File: config.mk
export PLATFORM = sky130hd
export DESIGN_NAME = e_fwd_unit_flat
export DESIGN_NICKNAME = d
export VERILOG_FILES = /design/src/rtl/e_fwd_unit_if.sv /design/src/rtl/e_fwd_unit.sv /design/src/flat_wrapper.sv
export SDC_FILE = /design/constraint.sdc
export NUM_CORES = 1
export LEC_CHECK = 0
export CAP_MARGIN = 20
export CORE_MARGIN = 1
export CORE_UTILIZATION = 43
export DETAILED_ROUTE_END_ITERATION = 10
export PLACE_DENSITY = 0.76
export SYNTH_ARGS = -nofsm -noshare
export SYNTH_HDL_FRONTEND = slang
export SYNTH_SLANG_ARGS = --single-unit
File: constraint.sdc
create_clock -name i_clk -period 6.55 [get_ports i_clk]
set_input_delay 0.9825 -clock i_clk [delete_from_list [all_inputs] [get_ports i_clk]]
set_output_delay 0.9825 -clock i_clk [all_outputs]
set_load 0.03 [all_outputs]
File: src/rtl/e_fwd_unit_if.sv
// ----------------------------------------------------------------------------
// e_fwd_unit_if
// Bundle between the E stage and the operand-forwarding unit.
//   master : pipeline side; drives E-stage producer info and source reads,
//            receives forwarded operands and the stall request.
//   slave  : the forwarding unit itself.
// Signals:
//   i_adv, i_flush          pipeline advance / kill the E instruction
//   i_e_we, i_e_rd,         E producer: write enable, destination,
//   i_e_isload, i_e_result  load flag, ALU result (address for loads)
//   i_m_loaddata            load data returned for entry 0
//   i_src_reg, i_src_data   packed source indices and register-file values
//   o_src_data, o_fwd_sel   packed forwarded operands and select codes
//   o_stall, o_stall_cnt    load-use hazard and saturating stall-cycle count
// ----------------------------------------------------------------------------
interface e_fwd_unit_if #(
    parameter int DATA_W = 32,
    parameter int REG_AW = 5,
    parameter int DEPTH  = 3,
    parameter int NSRC   = 2,
    parameter int SEL_W  = $clog2(DEPTH + 1)
);
    logic                     i_adv;
    logic                     i_flush;
    logic                     i_e_we;
    logic [REG_AW-1:0]        i_e_rd;
    logic                     i_e_isload;
    logic [DATA_W-1:0]        i_e_result;
    logic [DATA_W-1:0]        i_m_loaddata;
    logic [NSRC*REG_AW-1:0]   i_src_reg;
    logic [NSRC*DATA_W-1:0]   i_src_data;
    logic [NSRC*DATA_W-1:0]   o_src_data;
    logic [NSRC*SEL_W-1:0]    o_fwd_sel;
    logic                     o_stall;
    logic [15:0]              o_stall_cnt;

    modport master (
        output i_adv, i_flush, i_e_we, i_e_rd, i_e_isload, i_e_result,
               i_m_loaddata, i_src_reg, i_src_data,
        input  o_src_data, o_fwd_sel, o_stall, o_stall_cnt
    );

    modport slave (
        input  i_adv, i_flush, i_e_we, i_e_rd, i_e_isload, i_e_result,
               i_m_loaddata, i_src_reg, i_src_data,
        output o_src_data, o_fwd_sel, o_stall, o_stall_cnt
    );
endinterface

File: src/rtl/e_fwd_unit.sv
// ----------------------------------------------------------------------------
// e_fwd_unit
// Operand forwarding and load-use hazard detection for the E stage.
// Keeps a DEPTH-entry shift pipeline of producers that have left E
// (entry 0 = M, entry 1 = W, ...). Each source operand takes the youngest
// matching producer; if that producer is a load still waiting for data the
// unit requests a stall instead of forwarding anything older.
// Ports:
//   i_clk   clock
//   i_rst   synchronous active-high reset
//   io_fwd  e_fwd_unit_if slave modport (see interface for signal list)
// ----------------------------------------------------------------------------
module e_fwd_unit #(
    parameter int DATA_W = 32,
    parameter int REG_AW = 5,
    parameter int DEPTH  = 3,
    parameter int NSRC   = 2,
    parameter int SEL_W  = $clog2(DEPTH + 1)
) (
    input  logic         i_clk,
    input  logic         i_rst,
    e_fwd_unit_if.slave  io_fwd
);
    // Producer entries.
    logic [DEPTH-1:0]   r_valid;
    logic [DEPTH-1:0]   r_we;
    logic [DEPTH-1:0]   r_isload;
    logic [DEPTH-1:0]   r_ready;
    logic [REG_AW-1:0]  r_rd   [DEPTH];
    logic [DATA_W-1:0]  r_data [DEPTH];
    logic [15:0]        r_stall_cnt;

    // Values each entry takes when the pipeline advances.
    logic [DEPTH-1:0]   w_valid_next;
    logic [DEPTH-1:0]   w_we_next;
    logic [DEPTH-1:0]   w_isload_next;
    logic [DEPTH-1:0]   w_ready_next;
    logic [REG_AW-1:0]  w_rd_next   [DEPTH];
    logic [DATA_W-1:0]  w_data_next [DEPTH];

    logic               w_stall;
    logic               w_ld_done;
    logic [NSRC-1:0]    w_pend;
    logic [DEPTH-1:0]   w_match [NSRC];
    logic [NSRC*DATA_W-1:0] w_src_data;
    logic [NSRC*SEL_W-1:0]  w_fwd_sel;

    // A load sitting in entry 0 receives its data as it moves to entry 1.
    assign w_ld_done = r_valid[0] & r_isload[0];

    genvar gi;
    genvar gk;
    generate
        for (gi = 0; gi < DEPTH; gi++) begin : g_entry
            if (gi == 0) begin : g_head
                // A stalled or flushed E instruction enters as a bubble.
                assign w_valid_next[gi]  = ~(io_fwd.i_flush | w_stall);
                assign w_we_next[gi]     = io_fwd.i_e_we;
                assign w_rd_next[gi]     = io_fwd.i_e_rd;
                assign w_isload_next[gi] = io_fwd.i_e_isload;
                assign w_ready_next[gi]  = ~io_fwd.i_e_isload;
                assign w_data_next[gi]   = io_fwd.i_e_result;
            end else if (gi == 1) begin : g_ldret
                assign w_valid_next[gi]  = r_valid[0];
                assign w_we_next[gi]     = r_we[0];
                assign w_rd_next[gi]     = r_rd[0];
                assign w_isload_next[gi] = r_isload[0];
                assign w_ready_next[gi]  = r_ready[0] | w_ld_done;
                assign w_data_next[gi]   = w_ld_done ? io_fwd.i_m_loaddata : r_data[0];
            end else begin : g_shift
                assign w_valid_next[gi]  = r_valid[gi-1];
                assign w_we_next[gi]     = r_we[gi-1];
                assign w_rd_next[gi]     = r_rd[gi-1];
                assign w_isload_next[gi] = r_isload[gi-1];
                assign w_ready_next[gi]  = r_ready[gi-1];
                assign w_data_next[gi]   = r_data[gi-1];
            end
        end

        // r0 is never a forwarding target, so an entry writing r0 never matches.
        for (gi = 0; gi < NSRC; gi++) begin : g_src
            for (gk = 0; gk < DEPTH; gk++) begin : g_cmp
                assign w_match[gi][gk] = r_valid[gk] & r_we[gk] &
                    (r_rd[gk] == io_fwd.i_src_reg[gi*REG_AW +: REG_AW]) &
                    (r_rd[gk] != '0);
            end
        end
    endgenerate

    // Walk from oldest to youngest so the youngest match is the last writer.
    // A younger not-ready match therefore cancels any older ready one.
    always_comb begin
        w_src_data = io_fwd.i_src_data;
        w_fwd_sel  = '0;
        w_pend     = '0;
        for (int s = 0; s < NSRC; s++) begin
            for (int k = DEPTH - 1; k >= 0; k--) begin
                if (w_match[s][k]) begin
                    if (r_ready[k]) begin
                        w_src_data[s*DATA_W +: DATA_W] = r_data[k];
                        w_fwd_sel[s*SEL_W +: SEL_W]    = SEL_W'(k + 1);
                        w_pend[s]                      = 1'b0;
                    end else begin
                        w_src_data[s*DATA_W +: DATA_W] = io_fwd.i_src_data[s*DATA_W +: DATA_W];
                        w_fwd_sel[s*SEL_W +: SEL_W]    = '0;
                        w_pend[s]                      = 1'b1;
                    end
                end
            end
        end
        w_stall = |w_pend;
    end

    always_ff @(posedge i_clk) begin
        if (i_rst) begin
            r_valid     <= '0;
            r_stall_cnt <= '0;
        end else begin
            if (w_stall && (r_stall_cnt != 16'hFFFF)) begin
                r_stall_cnt <= r_stall_cnt + 16'd1;
            end
            if (io_fwd.i_adv) begin
                r_valid  <= w_valid_next;
                r_we     <= w_we_next;
                r_isload <= w_isload_next;
                r_ready  <= w_ready_next;
                for (int k = 0; k < DEPTH; k++) begin
                    r_rd[k]   <= w_rd_next[k];
                    r_data[k] <= w_data_next[k];
                end
            end
        end
    end

    assign io_fwd.o_src_data  = w_src_data;
    assign io_fwd.o_fwd_sel   = w_fwd_sel;
    assign io_fwd.o_stall     = w_stall;
    assign io_fwd.o_stall_cnt = r_stall_cnt;
endmodule

File: src/flat_wrapper.sv
// flat-port wrapper written by rule: the top's interface ports become plain ports
module e_fwd_unit_flat 
#(
    parameter int DATA_W = 32,
    parameter int REG_AW = 5,
    parameter int DEPTH  = 3,
    parameter int NSRC   = 2,
    parameter int SEL_W  = $clog2(DEPTH + 1)
)
  (i_clk, i_rst, io_fwd_i_adv, io_fwd_i_flush, io_fwd_i_e_we, io_fwd_i_e_rd, io_fwd_i_e_isload, io_fwd_i_e_result, io_fwd_i_m_loaddata, io_fwd_i_src_reg, io_fwd_i_src_data, io_fwd_o_src_data, io_fwd_o_fwd_sel, io_fwd_o_stall, io_fwd_o_stall_cnt);
  e_fwd_unit_if #(.DATA_W(DATA_W), .REG_AW(REG_AW), .DEPTH(DEPTH), .NSRC(NSRC), .SEL_W(SEL_W)) io_fwd_i ();
  input  logic i_clk;
  input  logic i_rst;
  input wire logic [$bits(io_fwd_i.i_adv)-1:0] io_fwd_i_adv;
  input wire logic [$bits(io_fwd_i.i_flush)-1:0] io_fwd_i_flush;
  input wire logic [$bits(io_fwd_i.i_e_we)-1:0] io_fwd_i_e_we;
  input wire logic [$bits(io_fwd_i.i_e_rd)-1:0] io_fwd_i_e_rd;
  input wire logic [$bits(io_fwd_i.i_e_isload)-1:0] io_fwd_i_e_isload;
  input wire logic [$bits(io_fwd_i.i_e_result)-1:0] io_fwd_i_e_result;
  input wire logic [$bits(io_fwd_i.i_m_loaddata)-1:0] io_fwd_i_m_loaddata;
  input wire logic [$bits(io_fwd_i.i_src_reg)-1:0] io_fwd_i_src_reg;
  input wire logic [$bits(io_fwd_i.i_src_data)-1:0] io_fwd_i_src_data;
  output wire logic [$bits(io_fwd_i.o_src_data)-1:0] io_fwd_o_src_data;
  output wire logic [$bits(io_fwd_i.o_fwd_sel)-1:0] io_fwd_o_fwd_sel;
  output wire logic [$bits(io_fwd_i.o_stall)-1:0] io_fwd_o_stall;
  output wire logic [$bits(io_fwd_i.o_stall_cnt)-1:0] io_fwd_o_stall_cnt;
  assign io_fwd_i.i_adv = io_fwd_i_adv;
  assign io_fwd_i.i_flush = io_fwd_i_flush;
  assign io_fwd_i.i_e_we = io_fwd_i_e_we;
  assign io_fwd_i.i_e_rd = io_fwd_i_e_rd;
  assign io_fwd_i.i_e_isload = io_fwd_i_e_isload;
  assign io_fwd_i.i_e_result = io_fwd_i_e_result;
  assign io_fwd_i.i_m_loaddata = io_fwd_i_m_loaddata;
  assign io_fwd_i.i_src_reg = io_fwd_i_src_reg;
  assign io_fwd_i.i_src_data = io_fwd_i_src_data;
  assign io_fwd_o_src_data = io_fwd_i.o_src_data;
  assign io_fwd_o_fwd_sel = io_fwd_i.o_fwd_sel;
  assign io_fwd_o_stall = io_fwd_i.o_stall;
  assign io_fwd_o_stall_cnt = io_fwd_i.o_stall_cnt;
  e_fwd_unit #(.DATA_W(DATA_W), .REG_AW(REG_AW), .DEPTH(DEPTH), .NSRC(NSRC), .SEL_W(SEL_W)) u_core (.i_clk(i_clk), .i_rst(i_rst), .io_fwd(io_fwd_i));
endmodule
==> Word-level counts from Yosys, hierarchy flattened <==
Memory sizes are Yosys's and may differ from the RTL's.
Index checks and enable logic that the tools add are counted.
{ "op_classes": {"addsub": 1, "n_eq_ne": 7, "mux": 34, "bitwise_logic": 21, "reduce_logical": 6} }
{ "op_table": {"columns": ["cell", "count"], "rows": [
  ["$mux 32", 13],
  ["$eq 5x5->1", 6],
  ["$add 16x1->16 const B", 1],
  ["$and 1x1->1", 16],
  ["$mux 2", 8],
  ["$ne 16x16->1 const B", 1],
  ["$reduce_bool 5->1", 3],
  ["$mux 1", 13],
  ["$not 1->1", 3],
  ["$or 1x1->1", 2],
  ["$reduce_and 2->1", 1],
  ["$reduce_or 2->1", 1],
  ["$logic_and 1x1->1", 1]
]} }
{ "totals": {"register_bits": 26, "mem_bits_rw": 111, "word_cells": 76, "mem_count": 2} }
{ "memory_table": {"columns": ["memory", "words", "word_bits", "read_ports", "rd_clocked_by_memory_dff", "write_ports", "line", "text"], "rows": [
  ["u_core.r_data", 3, 32, 3, 0, 3, "e_fwd_unit.sv:30", "logic [DATA_W-1:0] r_data [DEPTH];"],
  ["u_core.r_rd", 3, 5, 3, 0, 3, "e_fwd_unit.sv:29", "logic [REG_AW-1:0] r_rd [DEPTH];"]
]} }

==> Logic depth before layout (Yosys ltp) <==
Gate-level depths: netlist of run 1.
An unclocked memory read counts as a cell.
{ "logic_depth": {"ltp_word": 10, "depth_mapped": 10, "ltp_nobuf": 8} }

==> Least setup slack after synthesis of run 1 <==
OpenSTA, ideal clock, no wires.
{ "synth_path": {"kind": "input to register", "start": "input i_rst", "end": "memory u_core.r_data[0][0] (enable)", "setup_ns": 0.608, "arrival_ns": 6.354, "slack_ns": -0.412, "path_stages": 2, "n_path_buf": 1, "cell_sequence": "clkbuf_1 nor2b_1"} }
{ "synth_lines": {"columns": ["item", "line", "text"], "rows": [
  ["start: declaration", "flat_wrapper.sv:13", "input logic i_rst;"],
  ["end: declaration", "e_fwd_unit.sv:30", null]
]} }

==> Worst setup path in the final report of run 1 <==
{ "layout_path": {"start": "input io_fwd_i_src_reg[0]", "end": "output io_fwd_o_src_data[20]"} }
{ "layout_between": {"elab_chain_cells": 6, "elab_cells_between_ends": 12} }
{ "layout_rtl": {"columns": ["item", "line", "text"], "rows": [
  ["start: declaration", "flat_wrapper.sv:21", "input wire logic [$bits(io_fwd_i.i_src_reg)-1:0] io_fwd_i_src_reg;"],
  ["$eq 5x5->1", "e_fwd_unit.sv:84", "(r_rd[gk] == io_fwd.i_src_reg[gi*REG_AW +: REG_AW]) &"],
  ["$and 1x1->1", "e_fwd_unit.sv:83", "assign w_match[gi][gk] = r_valid[gk] & r_we[gk] &"],
  ["$and 1x1->1", "e_fwd_unit.sv:84", null],
  ["$mux 32 (2 in a row)", "e_fwd_unit.sv:98", "if (w_match[s][k]) begin"],
  ["$mux 32 *", "e_fwd_unit.sv:98", null],
  ["end: declaration", "flat_wrapper.sv:23", "output wire logic [$bits(io_fwd_i.o_src_data)-1:0] io_fwd_o_src_data;"]
]} }
Every way passes the cells marked *; elsewhere a longest branch is shown, timed or not.

==> impl_metrics.csv, run 1 <==
group,metric,value,unit
status,outcome,"complete, no violations",
yosys,ys_ff_latch,137,
timing,finalSetupViolCount,0,
global_routing,grt_first_pass_wirelength,36460,microns
routing,drt-vias-per-instance,5.663,
yosys,yosysMostFrequentCell,"edfxtp_1",
die,core,17420,sq um
min_path,min-delay-path-class,"reg -> reg",
die,row_count,48,
setup_path,cp-startpoint,"io_fwd_i_src_reg[0]",
yosys,syn-mean-instance-area,9.812,sq um
clocking,cts_setup_buffers,0,
routing,via_count,7050,
timing,post-route-period-util,0.8426,
job,maxCapViolCount,0,
yosys,synth_commonest_cells,"edfxtp_1 (118), nand2_1 (95), nor2_1 (71), o21ai_0 (59), o31ai_1 (55)",
timing,maxSlewViolCount,0,
yosys,async_flop_share,0,
clocking,cts_tree,"built",
setup_path,crit_path_end_kind,"primary output",
timing,tightestPinTransition,1037,ps
timing,tns,0,ps
clocking,clockBufferDepth,2,
yosys,synth_top_area_frac,0.4588,
yosys,yosysSeqAreaShare,0.5081,
yosys,synth_edf_count,118,
global_routing,grtUsageMet3,0.04847,
clocking,cts-resized-gates,0,
yosys,ys_types,51,
setup_path,r2r_cells,8,
routing,drt-pass1-iter-count,7,
setup_path,timing.critical_path.to,"io_fwd_o_src_data[20]",
timing,post-route-min-period,5519,ps
global_routing,antenna_found_initial,2,
setup_path,rr_startpoint,"u_core.r_rd[0][5]",
setup_path,regToRegEndpoint,"u_core.io_fwd.o_stall_cnt[13]",
timing,rsz0062_at_grt,"no",
routing,drt_iter0_markers,719,
global_routing,overflow,0,
die,fp.dieW,136.0,microns
routing,routed_wl,24040,microns
die,die_area,18500,sq um
setup_path,cp_max_fo,14,
setup_path,cp.arrival,4540,ps
timing,finalHoldViolCount,0,
setup_path,setup.worst_path.start_class,"input port",
yosys,yosys-top-cells-area,"edfxtp_1 (46%), o31ai_1 (5.3%), dfxtp_1 (4.9%)",
yosys,synth_fp_nets,937,
layout,num-nets-final,1154,
yosys,syn_inst,787,
clocking,htreeDepth,4,
layout,areaGrowthSynthToFinish,40.57,%
yosys,netlist_area,7722,sq um
global_routing,grt_max_degree,79,
routing,antenna_left,0,
layout,stdcell_area,10860,sq um
setup_path,cp.required,5570,ps
global_routing,grt_use_total,0.2596,
clocking,holdBufCountCts,0,
setup_path,r2r_slack,3510,ps
layout,drive_above_1_share,0.09440,
placed_design,port_buffers,233,
placed_design,placed_area,10290,sq um
clocking,clkSlewWorstSetupHoldPaths,60,ps
setup_path,path_class,"in -> out",
power_and_ir_drop,cellLeakagePower,3.809,nW
die,start_util,0.4434,
timing,maxSlewHeadroom,0.3087,
yosys,ys.flop_type,"edfxtp_1",
global_routing,globalRoute.busiestLayer,"met2",
placed_design,dpl.hpwl,16930,microns
routing,wl_per_cell,19.31,microns
global_routing,grt_pass1_vias,6708,
die,ios,234,
timing,max_freq,181.2,MHz
global_routing,met2_usage,0.4030,
yosys,synth_top_area_cell,"edfxtp_1",
power_and_ir_drop,power.total,0.002259,W
clocking,cts.sinks,137,
routing,drc,0,
power_and_ir_drop,powerDensity,208.1,nW/um^2
power_and_ir_drop,ir_drop,0.1678,mV
global_routing,met1_usage,0.3484,
die,die_h,136.0,microns
clocking,worstSkewPairLatency,420,ps
placed_design,placed_cells,1210,
layout,stdcell_count,1245,
clocking,root_buffer,"clkbuf_16",
clocking,cts_made_buffers,17,
placed_design,gp_congestion,0.8991,
yosys,synth_warnings,0,
timing,clock-skew-final,10.60,ps
==> per-layer routing <==
metal  part of all wire  routed length, microns
met5                  0                       0
met4              0.034                     823
met3              0.066                    1576
met2               0.48                   11440
met1               0.42                   10210
==> critical path, stage by stage <==
cell             delay, ps
clkdlybuf4s50_1        560
xor2_1                 230
nor3_1                 110
and3_1                 300
or3_1                  640
a21oi_1                770
nand3_1                140
o221a_2                190
clkdlybuf4s50_1        600
==> where the power goes <==
| group | internal, W | leakage, nW | switching [W] |
|---|---|---|---|
| Combinational | 0.000166 | 2.28 | 0.000149 |
| Clock | 0.000555 | 0.266 | 0.000362 |
| Sequential | 0.000996 | 1.26 | 0.0000307 |
| Total | 0.00172 | 3.81 | 0.000541 |
==> kinds of logic after synthesis <==
group,Yosys count,share of synthesized area
AOI/OAI and AO/OA,229,0.2006
xor gates and xnor gates,29,0.03289
adders and majority gates,1,0.001620
buffers and inverters,103,0.05314
DFF,137,0.5081
muxes,40,0.05736
and+or+nand+nor,248,0.1463
==> how the worst min path moves through the flow <==
stage	from	endpoint	slack [ps]	cells past startpoint
floorplan	u_core.r_ready[1]	u_core.r_ready[2]	420	0
global placement	u_core.r_data[0][56]	u_core.r_data[0][88]	450	0
detailed placement	u_core.r_data[0][56]	u_core.r_data[0][88]	450	0
CTS	u_core.r_data[0][56]	u_core.r_data[0][88]	460	0
global route	u_core.r_data[0][56]	u_core.r_data[0][88]	490	0
finish	u_core.r_data[0][56]	u_core.r_data[0][88]	460	0
==> layout by cell type (no fill, tap or decap), types with 15 or more instances in the layout <==
cell | synthesis | final
mux2_2 | 33 | 33
xor2_1 | 21 | 21
a21oi_1 | 25 | 25
o22ai_1 | 48 | 48
nand2_1 | 95 | 94
dfxtp_1 | 19 | 19
nor2_1 | 71 | 69
inv_1 | 53 | 53
o21ai_0 | 59 | 59
clkbuf_16 | 0 | 17
clkdlybuf4s50_1 | 0 | 230
nand3_1 | 15 | 15
edfxtp_1 | 118 | 118
buf_4 | 0 | 16
o31ai_1 | 55 | 55
==> flip-flops by register name, summed over array words and instances (netlist names) <==
register	flops
u_core.r_rd	15
u_core.r_we	3
u_core.r_valid	3
u_core.io_fwd.o_stall_cnt	16
u_core.r_data	96
u_core.r_isload	1
u_core.r_ready	3
==> layout make-up <==
type,count,area (sq um)
flip-flops and latches,137,3924
inverters,53,198.9
multi-input cells,547,3422
clock buffers,18,429.2
repair buffers,248,2462
well taps,225,281.5
clock inverters,14,130.1
diodes,3,7.507
fillers,1438,6561
==> metrics by stage <==
stage                       util  worst slack, ps  hold slack [ps]
after floorplan                -             1847            424.4
after global placement    0.5907             1082            449.2
after detailed placement  0.5907             1075            450.0
after CTS                 0.6228             1063            463.6
after global routing      0.6231            849.0            487.4
final                     0.6233             1031            462.3
Power figures use the tool's default switching activity.
==> run 2: changes to the inputs <==
Settings changed: CORE_UTILIZATION 43 to 48, PLACE_DENSITY 0.76 to 0.81.
Clock period 6.55 ns to 5.25 ns, I/O delays scaled along.
==> impl_metrics.csv, run 2 (synthesis gave the netlist of run 1 again) <==
group,metric,value,unit
setup_path,cp.required,4460,ps
routing,drt-pass1-iter-count,5,
setup_path,setup.worst_path.start_class,"input port",
clocking,cts-resized-gates,0,
layout,stdcell_count,1238,
clocking,cts_tree,"built",
setup_path,path_buf_inv,2,
global_routing,overflow,0,
die,die_h,128.8,microns
layout,areaGrowthSynthToFinish,41.66,%
setup_path,cp.arrival,4090,ps
clocking,clkSlewWorstSetupHoldPaths,60,ps
layout,drive_above_1_share,0.1076,
setup_path,crit_path_end_kind,"primary output",
routing,via_count,7204,
global_routing,antenna_found_initial,0,
routing,drt-vias-per-instance,5.819,
layout,mostFrequentLayoutCells,"clkdlybuf4s50_1 (224), edfxtp_1 (118), nand2_1 (94)",
routing,antenna_left,0,
placed_design,dpl.hpwl,16340,microns
die,ios,234,
die,fp.dieW,128.8,microns
timing,post-route-period-util,0.9283,
global_routing,grt_pass1_vias,6728,
layout,final_common_cell,"clkdlybuf4s50_1",
placed_design,placed_cells,1206,
die,die_area,16600,sq um
routing,routed_wl,23590,microns
die,row_count,46,
timing,max_freq,205.2,MHz
power_and_ir_drop,ir_drop,0.2294,mV
clocking,holdBufCountCts,0,
power_and_ir_drop,cellLeakagePower,3.877,nW
clocking,root_buffer,"clkbuf_16",
layout,seq_area,3924,sq um
routing,drt_iter0_markers,700,
timing,maxSlewHeadroom,0.3356,
setup_path,path_class,"in -> out",
setup_path,slowest_delay,700,ps
timing,finalHoldViolCount,0,
timing,rsz0062_at_grt,"no",
global_routing,grt_max_degree,80,
setup_path,cp_slowest_cell,"clkdlybuf4s50_1",
clocking,htreeDepth,4,
clocking,cts_setup_buffers,0,
routing,drc,0,
min_path,min-delay-path-class,"reg -> reg",
setup_path,worstPathCellList,"clkdlybuf4s50_1, xor2_1, nor3_1, and3_1, o31ai_4, o21ai_0, a221o_1, clkdlybuf4s50_1",
global_routing,grt_first_pass_wirelength,35940,microns
power_and_ir_drop,powerDensity,265.2,nW/um^2
clocking,worstSkewPairLatency,430,ps
layout,largest-register,"u_core.r_data",
clocking,clockBufferDepth,2,
timing,post-route-min-period,4874,ps
timing,maxSlewViolCount,0,
setup_path,crit_family,"buffers and inverters",
job,maxCapViolCount,0,
layout,fillers,1227,
status,outcome,"complete, no violations",
clocking,cts_made_buffers,17,
timing,clock-skew-final,7.506,ps
timing,holdWs,467.2,ps
die,start_util,0.4897,
global_routing,grt_use_total,0.2875,
placed_design,gp_congestion,0.9081,
clocking,cts.sinks,137,
layout,largest_reg_flops,96,
placed_design,placed_area,10340,sq um
layout,diodes,0,
setup_path,cpMostUsedCell,"clkdlybuf4s50_1",
setup_path,cp_max_fo,10,
timing,tns,0,ps
placed_design,port_buffers,233,
timing,tightestPinTransition,993.1,ps
die,core,15770,sq um
timing,finalSetupViolCount,0,
layout,num-nets-final,1159,
layout,stdcell_area,10940,sq um
layout,multiInputGateArea,3422,sq um
routing,wl_per_cell,19.06,microns
[run 2: cell types whose count changed in the layout (fill, tap and decap cells not counted), moves of 2 or more]
cell / change
clkinv_4: +4
clkdlybuf4s50_1: -6
clkinv_1: -3
diode_2: -3
buf_4: +8
clkinvlp_4: -2
buf_12: +3
[run 2: path summary, 6_finish.rpt]
path	from	endpoint	slack, ps	cells past startpoint
worst min-delay path	u_core.r_data[0][56]	u_core.r_data[0][88]	470	0
worst max-delay path	io_fwd_i_src_reg[7]	io_fwd_o_src_data[61]	380	8
worst min register to register	u_core.r_data[0][56]	u_core.r_data[0][88]	470	0
worst max register to register	u_core.r_rd[0][5]	u_core.io_fwd.o_stall_cnt[13]	2210	8
[run 2: worst reg2reg max path, stage by stage, from the launching register on]
cell,delay (ps)
edfxtp_1,470
or3_1,450
o311a_4,360
and3_1,260
o311ai_4,340
a22oi_2,150
buf_4,240
nor4_1,320
mux2_1,340
[run 2: per-stage QoR]
stage                     worst slack, ps  total power, W  utilization
final                               376.2        0.002902       0.6937
after global placement              459.7        0.001686       0.6555
after global routing                259.4        0.002989       0.6937
after CTS                           413.6        0.002911       0.6937
after floorplan                     742.4        0.001476            -
after detailed placement            435.7        0.001693       0.6555
[run 2: power breakdown]
group	switching (W)	total [W]	internal (W)
logic	0.000189	0.000397	0.000208
clock network	0.000474	0.00122	0.000750
registers	0.0000376	0.00128	0.00124
[run 2: layout make-up]
cell class | count | share of cell area
multi-input combinational | 547 | 0.3128
tap | 216 | 0.02471
inverter | 53 | 0.01819
clock inverter | 14 | 0.01578
clock buffer | 18 | 0.03923
sequential | 137 | 0.3587
timing repair buffer | 253 | 0.2306
[run 2: per-layer routing]
| layer | up-vias | wire (microns) | track usage |
|---|---|---|---|
| li1 | 3391 | - | - |
| met1 | 3391 | 9973 | 0.3845 |
| met2 | 380 | 11340 | 0.4585 |
| met3 | 42 | 1678 | 0.05364 |
| met4 | 0 | 601 | 0.1232 |
| met5 | - | 0 | 0 |
